$ cat src/rtl/key_conditioner_if.sv
// Push-button bundle between the board keys and the stopwatch core.
// The conditioner uses the slave modport; the key source and its consumers use master.
interface key_conditioner_if #(
  parameter int unsigned N_KEYS = 3
);
  logic [N_KEYS-1:0] key_n;
  logic [N_KEYS-1:0] key_level;
  logic [N_KEYS-1:0] key_press;
  logic [N_KEYS-1:0] key_release;
  logic [N_KEYS-1:0] key_long;
  logic [N_KEYS-1:0] led;

  modport master (
    output key_n,
    input  key_level, key_press, key_release, key_long, led
  );

  modport slave (
    input  key_n,
    output key_level, key_press, key_release, key_long, led
  );
endinterface

$ cat src/rtl/key_conditioner.sv
// Per-key synchroniser, counter debounce and press/release pulse generator for active-low keys.
// Define LONG_PRESS_EN to add per-key hold counters driving key_long; otherwise key_long is 0.
module key_conditioner #(
  parameter int unsigned N_KEYS          = 3,
  parameter int unsigned DEBOUNCE_CYCLES = 500000,
  parameter int unsigned LONG_CYCLES     = 50000000
) (
  input  logic             clk,
  input  logic             reset_n,
  key_conditioner_if.slave bus
);

  localparam int unsigned CNT_W = $clog2(DEBOUNCE_CYCLES);
  localparam logic [CNT_W-1:0] CNT_MAX = CNT_W'(DEBOUNCE_CYCLES - 1);

  logic [N_KEYS-1:0] sync1_q;
  logic [N_KEYS-1:0] sync2_q;
  logic [N_KEYS-1:0] pressed_raw;
  logic [N_KEYS-1:0] level_q;
  logic [N_KEYS-1:0] level_d;
  logic [N_KEYS-1:0] press_q;
  logic [N_KEYS-1:0] press_d;
  logic [N_KEYS-1:0] release_q;
  logic [N_KEYS-1:0] release_d;
  logic [CNT_W-1:0]  cnt_q [N_KEYS];
  logic [CNT_W-1:0]  cnt_d [N_KEYS];

  assign pressed_raw = ~sync2_q;

  // Debounce: accept a change only after DEBOUNCE_CYCLES consecutive differing samples
  always_comb begin
    level_d   = level_q;
    press_d   = '0;
    release_d = '0;
    for (int unsigned i = 0; i < N_KEYS; i++) begin
      cnt_d[i] = '0;
      if (pressed_raw[i] != level_q[i]) begin
        if (cnt_q[i] == CNT_MAX) begin
          level_d[i]   = ~level_q[i];
          press_d[i]   = ~level_q[i];
          release_d[i] = level_q[i];
        end else begin
          cnt_d[i] = cnt_q[i] + CNT_W'(1);
        end
      end
    end
  end

  // Sync FFs reset to the released state so a held key reads as a fresh press
  always_ff @(posedge clk) begin
    if (!reset_n) begin
      sync1_q   <= '1;
      sync2_q   <= '1;
      level_q   <= '0;
      press_q   <= '0;
      release_q <= '0;
      for (int unsigned i = 0; i < N_KEYS; i++) begin
        cnt_q[i] <= '0;
      end
    end else begin
      sync1_q   <= bus.key_n;
      sync2_q   <= sync1_q;
      level_q   <= level_d;
      press_q   <= press_d;
      release_q <= release_d;
      for (int unsigned i = 0; i < N_KEYS; i++) begin
        cnt_q[i] <= cnt_d[i];
      end
    end
  end

  assign bus.key_level   = level_q;
  assign bus.led         = level_q;
  assign bus.key_press   = press_q;
  assign bus.key_release = release_q;

`ifdef LONG_PRESS_EN
  localparam int unsigned HOLD_W = $clog2(LONG_CYCLES + 1);
  localparam logic [HOLD_W-1:0] HOLD_MAX = HOLD_W'(LONG_CYCLES);

  logic [HOLD_W-1:0] hold_q [N_KEYS];
  logic [HOLD_W-1:0] hold_d [N_KEYS];
  logic [N_KEYS-1:0] long_q;
  logic [N_KEYS-1:0] long_d;

  // Hold counter saturates at HOLD_MAX so key_long fires once per hold
  always_comb begin
    long_d = '0;
    for (int unsigned i = 0; i < N_KEYS; i++) begin
      hold_d[i] = hold_q[i];
      if (!level_q[i]) begin
        hold_d[i] = '0;
      end else if (hold_q[i] != HOLD_MAX) begin
        hold_d[i] = hold_q[i] + HOLD_W'(1);
        long_d[i] = (hold_q[i] == (HOLD_MAX - HOLD_W'(1)));
      end
    end
  end

  always_ff @(posedge clk) begin
    if (!reset_n) begin
      long_q <= '0;
      for (int unsigned i = 0; i < N_KEYS; i++) begin
        hold_q[i] <= '0;
      end
    end else begin
      long_q <= long_d;
      for (int unsigned i = 0; i < N_KEYS; i++) begin
        hold_q[i] <= hold_d[i];
      end
    end
  end

  assign bus.key_long = long_q;
`else
  logic unused_long_cfg;
  assign unused_long_cfg = ^LONG_CYCLES;
  assign bus.key_long    = '0;
`endif

endmodule

$ cat src/flat_wrapper.sv
// flat-port wrapper written by rule: the top's interface ports become plain ports
module key_conditioner_flat 
#(
  parameter int unsigned N_KEYS          = 3,
  parameter int unsigned DEBOUNCE_CYCLES = 500000,
  parameter int unsigned LONG_CYCLES     = 50000000
)
  (clk, reset_n, bus_key_n, bus_key_level, bus_key_press, bus_key_release, bus_key_long, bus_led);
  key_conditioner_if #(.N_KEYS(N_KEYS)) bus_i ();
  input  logic clk;
  input  logic reset_n;
  input wire logic [$bits(bus_i.key_n)-1:0] bus_key_n;
  output wire logic [$bits(bus_i.key_level)-1:0] bus_key_level;
  output wire logic [$bits(bus_i.key_press)-1:0] bus_key_press;
  output wire logic [$bits(bus_i.key_release)-1:0] bus_key_release;
  output wire logic [$bits(bus_i.key_long)-1:0] bus_key_long;
  output wire logic [$bits(bus_i.led)-1:0] bus_led;
  assign bus_i.key_n = bus_key_n;
  assign bus_key_level = bus_i.key_level;
  assign bus_key_press = bus_i.key_press;
  assign bus_key_release = bus_i.key_release;
  assign bus_key_long = bus_i.key_long;
  assign bus_led = bus_i.led;
  key_conditioner #(.N_KEYS(N_KEYS), .DEBOUNCE_CYCLES(DEBOUNCE_CYCLES), .LONG_CYCLES(LONG_CYCLES)) u_core (.clk(clk), .reset_n(reset_n), .bus(bus_i));
endmodule
$ cat config.mk
export PLATFORM = sky130hd
export DESIGN_NAME = key_conditioner_flat
export DESIGN_NICKNAME = d
export VERILOG_FILES = /design/src/rtl/key_conditioner_if.sv /design/src/rtl/key_conditioner.sv /design/src/flat_wrapper.sv
export SDC_FILE = /design/constraint.sdc
export NUM_CORES = 1
export LEC_CHECK = 0
export BUFFER_PORTS_ARGS = -buffer_cell sky130_fd_sc_hd__buf_2
export CORE_ASPECT_RATIO = 1.1
export CORE_UTILIZATION = 42
export DETAILED_ROUTE_END_ITERATION = 7
export PLACE_DENSITY = 0.66
export SYNTH_ARGS = -nofsm -noshare
export SYNTH_HDL_FRONTEND = slang
export SYNTH_SLANG_ARGS = --single-unit
$ cat constraint.sdc
create_clock -name clk -period 2.3 [get_ports clk]
set_input_delay 0.46 -clock clk [delete_from_list [all_inputs] [get_ports clk]]
set_output_delay 0.46 -clock clk [all_outputs]
set_load 0.005 [all_outputs]
==> metrics.md, run 1 <==
| Metric | Value |
|---|---|
| Status | `finished, violations left` |
| Failing checks | `design-rule violations` |
| Dpl hpwl | `slightly below 4000 um` |
| Die Wd | `around 84 um` |
| Initial antenna violation count | `0` |
| ANT nets after route | `0` |
| Comb pwr share | `roughly 1.5%` |
| Ys flop type | `dfxtp_1` |
| Pleak | `1.065 nW` |
| Filler instances | `670` |
| Initial core utilization | `between 40 and 50%` |
| Syn-to-layout area delta | `11.14%` |
| Commonest cells after routing, fill and taps aside | `72 x dfxtp_1, 54 x nor2_1, 34 x xnor2_1` |
| Design area | `between 0.003 and 0.004 sq mm` |
| I/O Buffers | `16` |
| Final Max Tran Viols | `0` |
| CTS tree | `built` |
| Synth warnings | `0` |
| Sw Ratio | `~22%` |
| Reg2reg path depth | `5` |
| Cells after synthesis | `about 350` |
| Worst Setup End Kind | `register` |
| Root buf cell | `clkbuf_8` |
| Clock network fraction of total power | `about 39%` |
| Clock transition at path regs | `0.08 ns` |
| CP startpoint kind | `register` |
| Max Root-Sink Buffers | `2` |
| Core Box Area | `approximately 0.007 sq mm` |
| Mean routed wirelength per cell | `roughly 12 um` |
| Register area share after synthesis | `a little under half` |
| Critical path class | `reg -> reg` |
| Worst hold slack | `approximately 0.30 ns` |
| Row count | `32` |
| Fin Setup TNS | `0 ns` |
| Reg2reg end | `u_core.cnt_q[0][33]` |
| Max Cap Viol | `0` |
| Final std cells w/o fill | `between 400 and 500` |
| Hold Path Class | `in -> reg` |
| Gp weighted congestion | `between 0.8 and 0.9` |
| GRT overflow | `0` |
| # Post-CTS Setup Buffers | `0` |
| H-Tree Depth | `3` |
| Pre-antenna DRT Iters | `6` |
| Die H | `slightly above 90 um` |
| Final #Nets | `383` |
| Commonest non-fill, non-tap cell in the layout | `dfxtp_1` |
| Number of remaining DRC errors | `8` |
| Ranking of synthesized cells by area | `dfxtp_1 46%, xnor2_1 9.5%, nor2_1 6.4%` |
| Full die area | `approximately 0.0078 sq mm` |
| Largest net degree at the start of global routing | `18` |
| Post-route worst setup slack | `roughly 0.37 ns` |
| CTS Buf Count | `9` |
| EDFF count, synth | `0` |
| Slew @ Worst Pin | `0.5415 ns` |
| Synth Register Bits | `72` |
| Synth cell types | `38` |
| PwrDens | `between 600 and 700 mW/mm^2` |
| Crit path required time | `roughly 2.5 ns` |
| Cell Int Power | `roughly 1.6 mW` |
| VDD IR max | `between 0.2 and 0.3 mV` |
| Global-route wire length before repair | `roughly 9800 um` |
| Reg-to-Reg Start | `u_core.cnt_q[0][33]` |
| Number of global-route vias before repair | `2142` |
| Cell Area, Synth | `0.003144 sq mm` |
| Fin crit period | `between 1.5 and 2 ns` |
| Tot GR Track Use | `15.63%` |
| Final WL | `5642 um` |
| I/O pin cnt | `20` |
| Critical Path End | `u_core.cnt_q[0][33]` |
| Worst-Skew Late Latency | `roughly 0.33 ns` |
| Setup crit start | `u_core.cnt_q[0][33]` |
| Via count | `around 2400` |
| CP arrival | `around 2.2 ns` |
| Ys async rst share | `0%` |
| Hold buffer count at cts | `0` |
| Top-area cell type share of the netlist area | `between 40 and 50%` |
| Layout cells sized above 1 | `roughly 16%` |
| Seq pwr share | `between 50% and 60%` |
| Setup Slack @ Placement | `roughly 0.38 ns` |
| Clock Sinks | `72` |
| Starting DRT DRC Count | `about 120` |
| Worst rel slew slack | `63.57%` |
| CTS resizes | `0` |
| RSZ-0062 raised after global routing | `false` |
| Period utilisation layout | `83.99%` |
| Hold depth | `2` |
| Mean Syn Cell Area | `9.009 sq um` |
| Fin. Hold Viols | `0` |
| DP Area | `roughly 0.0033 sq mm` |
| Final setup vio count | `0` |
| Critical Path Fanout Max | `17` |
| Post-synth top area cell | `dfxtp_1` |
| Peak Freq | `517.6 MHz` |
| Switching pwr | `about 0.48 mW` |
| R2R Setup Slk | `between 0.3 and 0.4 ns` |
| Cells after DPL | `between 400 and 500` |
| Clk_skew | `between 0.007 and 0.008 ns` |
| Via density | `about 5.2` |
| Diodes inserted | `0` |
-- cell usage after synthesis (all sizes together) (2+ instances only) --
master / n
o21ai: 6
ha: 3
and2: 3
or4b: 2
or3: 4
dfxtp: 72
and3: 4
a21oi: 5
nand3: 18
nand2: 20
nand4: 21
o21bai: 3
mux2i: 2
xnor2: 34
nand2b: 7
inv: 9
or4: 3
nor4: 19
a31o: 2
nor3: 9
buf: 8
xor2: 13
nor2: 64
o21ba: 2
clkbuf: 4
nor4bb: 2
and4: 6
-- registers in the layout (all words and copies together) (netlist names) --
register	cells
u_core.bus.key_press	3
u_core.bus.key_level	3
u_core.sync2_q	3
u_core.cnt_q	57
u_core.sync1_q	3
u_core.bus.key_release	3
-- stage by stage --
step | utilization [%] | power (mW)
4_1_cts | 49.03 | 2.153
3_3_place_gp | 46.77 | 1.318
5_1_grt | 49.03 | 2.219
6_report | 49.03 | 2.124
2_1_floorplan | - | 1.309
3_5_place_dp | 46.77 | 1.318
-- layer usage --
layer	part of all wire, %	GRT usage (%)
met2	45	24.19
met5	0	0
met1	51	20.24
met3	3.2	4.367
met4	0.97	6.921
-- layout make-up --
type                       count  area (sq um)  area share, %
clock buffer                   9         123.9          3.545
clock inverter                 6         37.54          1.074
inverter                       9         33.78         0.9667
multi-input combinational    258          1592          45.54
sequential                    72          1441          41.25
tap                           85         106.4          3.043
timing repair buffer          25         160.2          4.583
-- power by group through the flow --
stage               clock, mW  combinational (mW)  sequential [mW]
floorplan                   0              0.0251             1.28
global placement            0              0.0327             1.28
detailed placement          0              0.0328             1.29
CTS                     0.865              0.0330             1.26
global route            0.926              0.0365             1.26
finish                  0.836              0.0322             1.26
-- worst min-delay path by stage --
stage	startpoint	endpoint	slack (ns)
5_1_grt	bus_key_n[2]	u_core.sync1_q[2]	0.29
4_1_cts	bus_key_n[2]	u_core.sync1_q[2]	0.29
6_report	bus_key_n[2]	u_core.sync1_q[2]	0.30
3_3_place_gp	u_core.sync1_q[0]	u_core.sync2_q[0]	0.39
2_1_floorplan	u_core.sync1_q[0]	u_core.sync2_q[0]	0.39
3_5_place_dp	u_core.sync1_q[1]	u_core.sync2_q[1]	0.40
-- worst max-delay path, stage by stage, from the launching register on --
cell	delay (ns)
dfxtp_1	0.36
or4b_1	0.52
or4_4	0.55
o21bai_4	0.15
buf_12	0.17
nor2_1	0.07
-- kinds of logic after synthesis --
group / Yosys count / synth area share [%]
muxes: 2 / 0.6367
DFF: 72 / 45.84
buffers and inverters: 21 / 3.780
AOI/OAI and AO/OA: 18 / 4.019
other: 1 / 0.1193
xor gates and xnor gates: 47 / 13.09
adders and majority gates: 3 / 1.194
and+or+nand+nor: 185 / 31.32
Note: power is estimated with default switching activity, not from simulation.
==> inputs of run 2 (changes only) <==
Settings changed: ABC_AREA set to 1, PLACE_DENSITY 0.66 to 0.68.
Clock period 2.3 ns to 1.75 ns, I/O delays scaled along.
==> run 2 against run 1 <==
Compared with the run above:
- the flow now finishes without violations
- sequential cell count did not move
- utilization barely moved
- cell area rose by 12%
- setup slack got worse by 0.22 ns
- clock skew rose by 0.0016 ns
- first-iteration DRC count fell by 40%
- cell count rose by 41%
- largest power group unchanged
- die area rose by 11%
- sequential share of layout area fell by 4.5 points
==> metrics.md, run 2 <==
| Metric | Value |
|---|---|
| Clock transition at path regs | `0.08 ns` |
| Die H | `approximately 98 um` |
| Reg2reg path depth | `7` |
| Final setup vio count | `0` |
| Delay-heaviest family, CP | `simple AND/OR/NAND/NOR gates` |
| Layout cells sized above 1 | `around 11%` |
| Number of global-route vias before repair | `between 2000 and 3000` |
| Pre-antenna DRT Iters | `4` |
| Mux cell area share after synthesis | `0%` |
| Top-area cell type share of the netlist area | `slightly above 40%` |
| R2R Setup Slk | `roughly 0.15 ns` |
| Final std cells w/o fill | `roughly 650` |
| Fin crit period | `1.599 ns` |
| CP startpoint kind | `register` |
| H-Tree Depth | `3` |
| Initial core utilization | `between 40% and 50%` |
| Ys async rst share | `0%` |
| Critical path class | `reg -> reg` |
| Cells after DPL | `~640` |
| Mean Syn Cell Area | `approximately 6.8 sq um` |
| Max Cap Viol | `0` |
| Row count | `34` |
| Via count | `approximately 3000` |
| Hold depth | `2` |
| Ranking of synthesized cells by area | `dfxtp_1 41%, nand2_1 14%, nor2_1 14%` |
| Hold_sp | `bus_key_n[0]` |
| Largest family of logic cells by synthesized area | `simple AND/OR/NAND/NOR gates` |
| Status | `finished clean` |
| CTS Buf Count | `9` |
| Max reg flops | `57` |
| Post-Synth Simple-Gate Area | `around two fifths` |
| Worst-Skew Late Latency | `between 0.3 and 0.4 ns` |
| Commonest non-fill, non-tap cell in the layout | `nand2_1` |
| Full die area | `slightly below 0.009 sq mm` |
| Synth top cells by count | `134 x nand2_1, 126 x nor2_1, 72 x dfxtp_1, 51 x inv_1, 33 x nand3_1` |
| Core Box Area | `0.007998 sq mm` |
| Dpl hpwl | `between 5000 and 6000 um` |
| I/O Buffers | `16` |
| Reg2reg end | `u_core.cnt_q[0][36]` |
| Tot GR Track Use | `17.41%` |
| Sw Ratio | `a little over a fifth` |
| Clock network fraction of total power | `46.0%` |
| Hold Path Class | `in -> reg` |
| Global-route wire length before repair | `12000 um` |
| Period utilisation layout | `91.35%` |
| Cell Int Power | `2.464 mW` |
| Design area | `0.003919 sq mm` |
| WP buf/inv | `1` |
| Max incr delay on CP | `~0.4 ns` |
| Worst Setup End Kind | `register` |
| Synth Register Bits | `roughly 70` |
| RSZ-0062 raised after global routing | `true` |
| EDFF count, synth | `0` |
| Via density | `4.609` |
| Biggest register | `u_core.cnt_q` |
| Commonest cells after routing, fill and taps aside | `134 x nand2_1, 126 x nor2_1, 72 x dfxtp_1` |
| Initial antenna violation count | `0` |
| Synth cell types | `23` |
| Final Max Tran Viols | `0` |
| CP arrival | `~1.8 ns` |
| Synth warnings | `0` |
| Clk_skew | `between 0.008 and 0.009 ns` |
| Largest net degree at the start of global routing | `19` |
| Ys flop type | `dfxtp_1` |
| Starting DRT DRC Count | `about 70` |
| Number of remaining DRC errors | `0` |
| Cell Area, Synth | `roughly 0.0035 sq mm` |
| Final #Nets | `around 550` |
| Diodes inserted | `0` |
| Post-synth top area cell | `dfxtp_1` |
| Comb pwr share | `around 1.3%` |
| Reg-to-Reg Start | `u_core.cnt_q[0][19]` |
| Seq pwr share | `between 50% and 60%` |
| Syn-to-layout area delta | `12.02%` |
| Gp weighted congestion | `0.8966` |
| Top-count cell post-synth | `nand2_1` |
| Fin. Hold Viols | `0` |
| Root buf cell | `clkbuf_8` |
| Final WL | `6664 um` |
| Post-Synth XOR/XNOR Area | `about 6.8%` |
| Clock Sinks | `~70` |
| Final Core Density | `49.00%` |
| Critical path's slowest cell | `dfxtp_1` |
| Peak Freq | `625.6 MHz` |
| Register area share after synthesis | `between 40% and 50%` |
| Die Wd | `89.02 um` |
| Tot Pwr | `3.132 mW` |
| Pleak | `1.365 nW` |
| Cells after synthesis | `516` |
| Mean routed wirelength per cell | `10.22 um` |
| DP Area | `approximately 0.0037 sq mm` |
| VDD IR max | `between 0.4 and 0.5 mV` |
| I/O pin cnt | `20` |
| Critical Path Fanout Max | `11` |
| PwrDens | `approximately 800 mW/mm^2` |
| Complex-gate fraction of the synthesized area | `under 10%` |
| Switching pwr | `roughly 0.67 mW` |
| CTS tree | `built` |
| Crit path required time | `~2.0 ns` |
| GRT overflow | `0` |
| Adder-Cell Fraction of Synth Area | `under 10%` |
| Hold path endpoint | `u_core.sync1_q[0]` |
| Max Root-Sink Buffers | `2` |
| Critical path cell sequence | `ha_2, nand3_2, nor3_2, nand2_1, nand2_2, buf_12, a21oi_1` |
| ANT nets after route | `0` |
[run 2: cell count changes in the layout (fill, tap and decap cells not counted), sizes merged, moves of 6 or more]
| cell | before | now |
|---|---|---|
| nand4 | 21 | 6 |
| nor4 | 19 | 0 |
| nand2 | 20 | 137 |
| xnor2 | 34 | 10 |
| nor3 | 9 | 2 |
| nand2b | 7 | 0 |
| inv | 9 | 52 |
| nand3 | 18 | 37 |
| or2 | 1 | 16 |
| a21oi | 5 | 18 |
| and4 | 6 | 0 |
| nor2 | 64 | 129 |
| buf | 25 | 19 |
[run 2: worst max-delay path by stage]
stage,depth (start not counted),to,start,slack [ns]
global route,8,u_core.cnt_q[0][16],u_core.cnt_q[0][0],-0.009
floorplan,7,u_core.cnt_q[0][29],u_core.cnt_q[0][19],0.33
global placement,7,u_core.cnt_q[0][36],u_core.cnt_q[0][19],0.20
CTS,7,u_core.cnt_q[0][36],u_core.cnt_q[0][19],0.10
finish,7,u_core.cnt_q[0][36],u_core.cnt_q[0][19],0.15
detailed placement,7,u_core.cnt_q[0][36],u_core.cnt_q[0][19],0.13
[run 2: area by class of cell]
| cell class | count | area (sq um) |
|---|---|---|
| tap | 108 | 135.1 |
| timing repair buffer | 19 | 127.6 |
| clock inverter | 7 | 96.34 |
| sequential | 72 | 1441 |
| inverter | 52 | 195.2 |
| multi-input combinational | 385 | 1799 |
| clock buffer | 9 | 123.9 |
| fill | 814 | 4079 |
[run 2: per-stage QoR]
| step | hold WS [ns] | setup slack, ns | TNS [ns] |
|---|---|---|---|
| after floorplan | 0.3925 | 0.3255 | 0 |
| after global placement | 0.3958 | 0.2035 | 0 |
| after detailed placement | 0.4012 | 0.1344 | 0 |
| after CTS | 0.1697 | 0.1007 | 0 |
| after global routing | 0.1771 | -0.008598 | -0.01553 |
| final | 0.1907 | 0.1514 | 0 |
[run 2: routing by layer]
layer	GRT usage (%)	share of wire, %
met1	21.72	48
met4	5.495	1.2
met3	4.333	2.7
met5	0	0
met2	29.17	48
[run 2: what timing repair did]
action	CTS	global route
setup endpoints to repair	0	15
resized for setup	0	2
hold buffers	0	0
buffers inserted	0	0
endpoints found under the hold margin	0	0
[run 2: cells by family after synthesis]
| group | Yosys count |
|---|---|
| AO/OA/AOI/OAI | 24 |
| adder cells (fa/ha/maj) | 3 |
| buffers and inverters | 61 |
| other | 1 |
| flip-flops | 72 |
| XOR/XNOR | 27 |
| AND/OR/NAND/NOR | 328 |
[run 2: power by group through the flow]
stage / combinational [mW] / clock, mW / sequential, mW
2_1_floorplan: 0.0313 / 0 / 1.69
3_3_place_gp: 0.0414 / 0 / 1.69
3_5_place_dp: 0.0423 / 0 / 1.69
4_1_cts: 0.0425 / 1.48 / 1.65
5_1_grt: 0.0489 / 1.56 / 1.65
6_report: 0.0420 / 1.44 / 1.65
[run 2: worst register-to-register path, stage by stage (launching register included)]
cell,delay [ns]
dfxtp_1,0.40
ha_2,0.25
nand3_2,0.14
nor3_2,0.24
nand2_1,0.09
nand2_2,0.17
buf_12,0.16
a21oi_1,0.04
==> inputs of run 3 (changes only) <==
==> constraint.sdc (replaced) <==
create_clock -name clk -period 1.75 [get_ports clk]
set_input_delay 0.0875 -clock clk [delete_from_list [all_inputs] [get_ports clk]]
set_output_delay 0.0875 -clock clk [all_outputs]
set_load 0.005 [all_outputs]
==> run 3 against run 2 <==
Compared with the run above:
- via count grew 0.30%
- combinational power increased by 14%
- sequential cell count stayed put
- utilization is 0.38 points higher
- largest cell class unchanged
- hold slack lost 0.13 ns
- register-to-register slack is essentially flat
==> metrics.md, run 3 (synthesis gave the netlist of run 2 again) <==
| Metric | Value |
|---|---|
| Cells after DPL | `roughly 640` |
| Die Wd | `a little under 90 um` |
| I/O pin cnt | `20` |
| # Post-CTS Setup Buffers | `0` |
| VDD IR max | `0.4452 mV` |
| RSZ-0062 raised after global routing | `true` |
| Number of remaining DRC errors | `0` |
| Hold depth | `3` |
| Period utilisation layout | `91.33%` |
| CTS tree | `built` |
| Biggest register | `u_core.cnt_q` |
| Global-route wire length before repair | `12110 um` |
| Worst hold slack | `slightly below 0.06 ns` |
| CP arrival | `between 1.5 and 2 ns` |
| Max Cap Viol | `0` |
| Final Core Density | `a little under 50%` |
| H-Tree Depth | `3` |
| Commonest non-fill, non-tap cell in the layout | `nand2_1` |
| Max Root-Sink Buffers | `2` |
| CTS Buf Count | `9` |
| Reg2reg end | `u_core.cnt_q[0][36]` |
| Pre-antenna DRT Iters | `4` |
| Reg-to-Reg Start | `u_core.cnt_q[0][19]` |
| Final WL | `roughly 6700 um` |
| Clk_skew | `about 0.0092 ns` |
| Gp weighted congestion | `0.8966` |
| Core Box Area | `around 0.0080 sq mm` |
| CP startpoint kind | `register` |
| Number of global-route vias before repair | `a little under 3000` |
| Largest net degree at the start of global routing | `19` |
| Diodes inserted | `0` |
| Dpl hpwl | `5033 um` |
| Row count | `34` |
| Hold Path Class | `in -> reg` |
| PwrDens | `794.6 mW/mm^2` |
| Critical path class | `reg -> reg` |
| Final Max Tran Viols | `0` |
| Layout cells sized above 1 | `roughly 11%` |
| GRT overflow | `0` |
| Tot GR Track Use | `about 18%` |
| Starting DRT DRC Count | `84` |
| Via density | `about 4.6` |
| Reg2reg path depth | `7` |
| Final setup vio count | `0` |
| Crit path required time | `~2 ns` |
| R2R Setup Slk | `about 0.15 ns` |
| Initial core utilization | `43.74%` |
| Max reg flops | `57` |
| Fin. Hold Viols | `0` |
| Via count | `between 3000 and 4000` |
| Hold_sp | `reset_n` |
| Hold path endpoint | `u_core.bus.key_level[1]` |
| Final std cells w/o fill | `between 600 and 700` |
| Worst Setup End Kind | `register` |
| Peak Freq | `~630 MHz` |
| Die H | `between 90 and 100 um` |
| Pleak | `1.378 nW` |
| Final #Nets | `550` |
| Full die area | `approximately 0.0087 sq mm` |
| Worst-Skew Late Latency | `around 0.34 ns` |
| Syn-to-layout area delta | `12.88%` |
| Clock Sinks | `72` |
| Status | `finished clean` |
| Fin crit period | `around 1.6 ns` |
| Commonest cells after routing, fill and taps aside | `134 x nand2_1, 126 x nor2_1, 72 x dfxtp_1` |
| Clock transition at path regs | `0.07 ns` |
| Initial antenna violation count | `0` |
| Critical Path Fanout Max | `11` |
| Root buf cell | `clkbuf_8` |
| ANT nets after route | `0` |
| I/O Buffers | `16` |
| Mean routed wirelength per cell | `approximately 10 um` |
## run 3: what timing repair did
item / in CTS / in global routing
hold buffers: 3 / 0
endpoints found under the setup margin: 0 / 15
endpoints found under the hold margin: 3 / 0
gates resized for setup: 0 / 2
## run 3: where the power goes
part	leakage, nW	internal (mW)	switching (mW)
Combinational	0.695	0.0218	0.0258
Sequential	0.581	1.65	0.00458
Clock	0.101	0.802	0.638
Total	1.38	2.47	0.669
## run 3: stage by stage
step           area (sq um)  setup TNS (ns)  power [mW]  worst slack [ns]
2_1_floorplan          3506               0       1.719            0.3255
3_5_place_dp           3694               0       1.731            0.1344
4_1_cts                3944               0       3.181            0.1007
3_3_place_gp           3694               0       1.729            0.2035
5_1_grt                3949        -0.01553       3.264         -0.008598
6_report               3949               0       3.138            0.1517
## run 3: worst max-delay path by stage
stage	start	end	slack (ns)	cells past startpoint
floorplan	u_core.cnt_q[0][19]	u_core.cnt_q[0][29]	0.33	7
detailed placement	u_core.cnt_q[0][19]	u_core.cnt_q[0][36]	0.13	7
global route	u_core.cnt_q[0][0]	u_core.cnt_q[0][16]	-0.009	8
finish	u_core.cnt_q[0][19]	u_core.cnt_q[0][36]	0.15	7
CTS	u_core.cnt_q[0][19]	u_core.cnt_q[0][36]	0.10	7
global placement	u_core.cnt_q[0][19]	u_core.cnt_q[0][36]	0.20	7
## run 3: per-layer routing
metal	vias to the layer above	GRT usage [%]	wire length [um]
met5	-	0	0
met4	0	5.495	82
met3	8	4.333	196
met2	42	29.76	3260
met1	1334	21.77	3198
li1	1630	-	-
## run 3: critical path, stage by stage (launching register included)
cell	delay, ns
dfxtp_1	0.40
ha_2	0.25
nand3_2	0.14
nor3_2	0.24
nand2_1	0.09
nand2_2	0.17
buf_12	0.16
a21oi_1	0.04
## run 3: final cells by class
type	instances	area (sq um)
fill	813	4049
multi-input combinational	385	1799
sequential	72	1441
inverter	52	195.2
timing repair buffer	22	157.7
tap	108	135.1
clock buffer	9	123.9
clock inverter	7	96.34
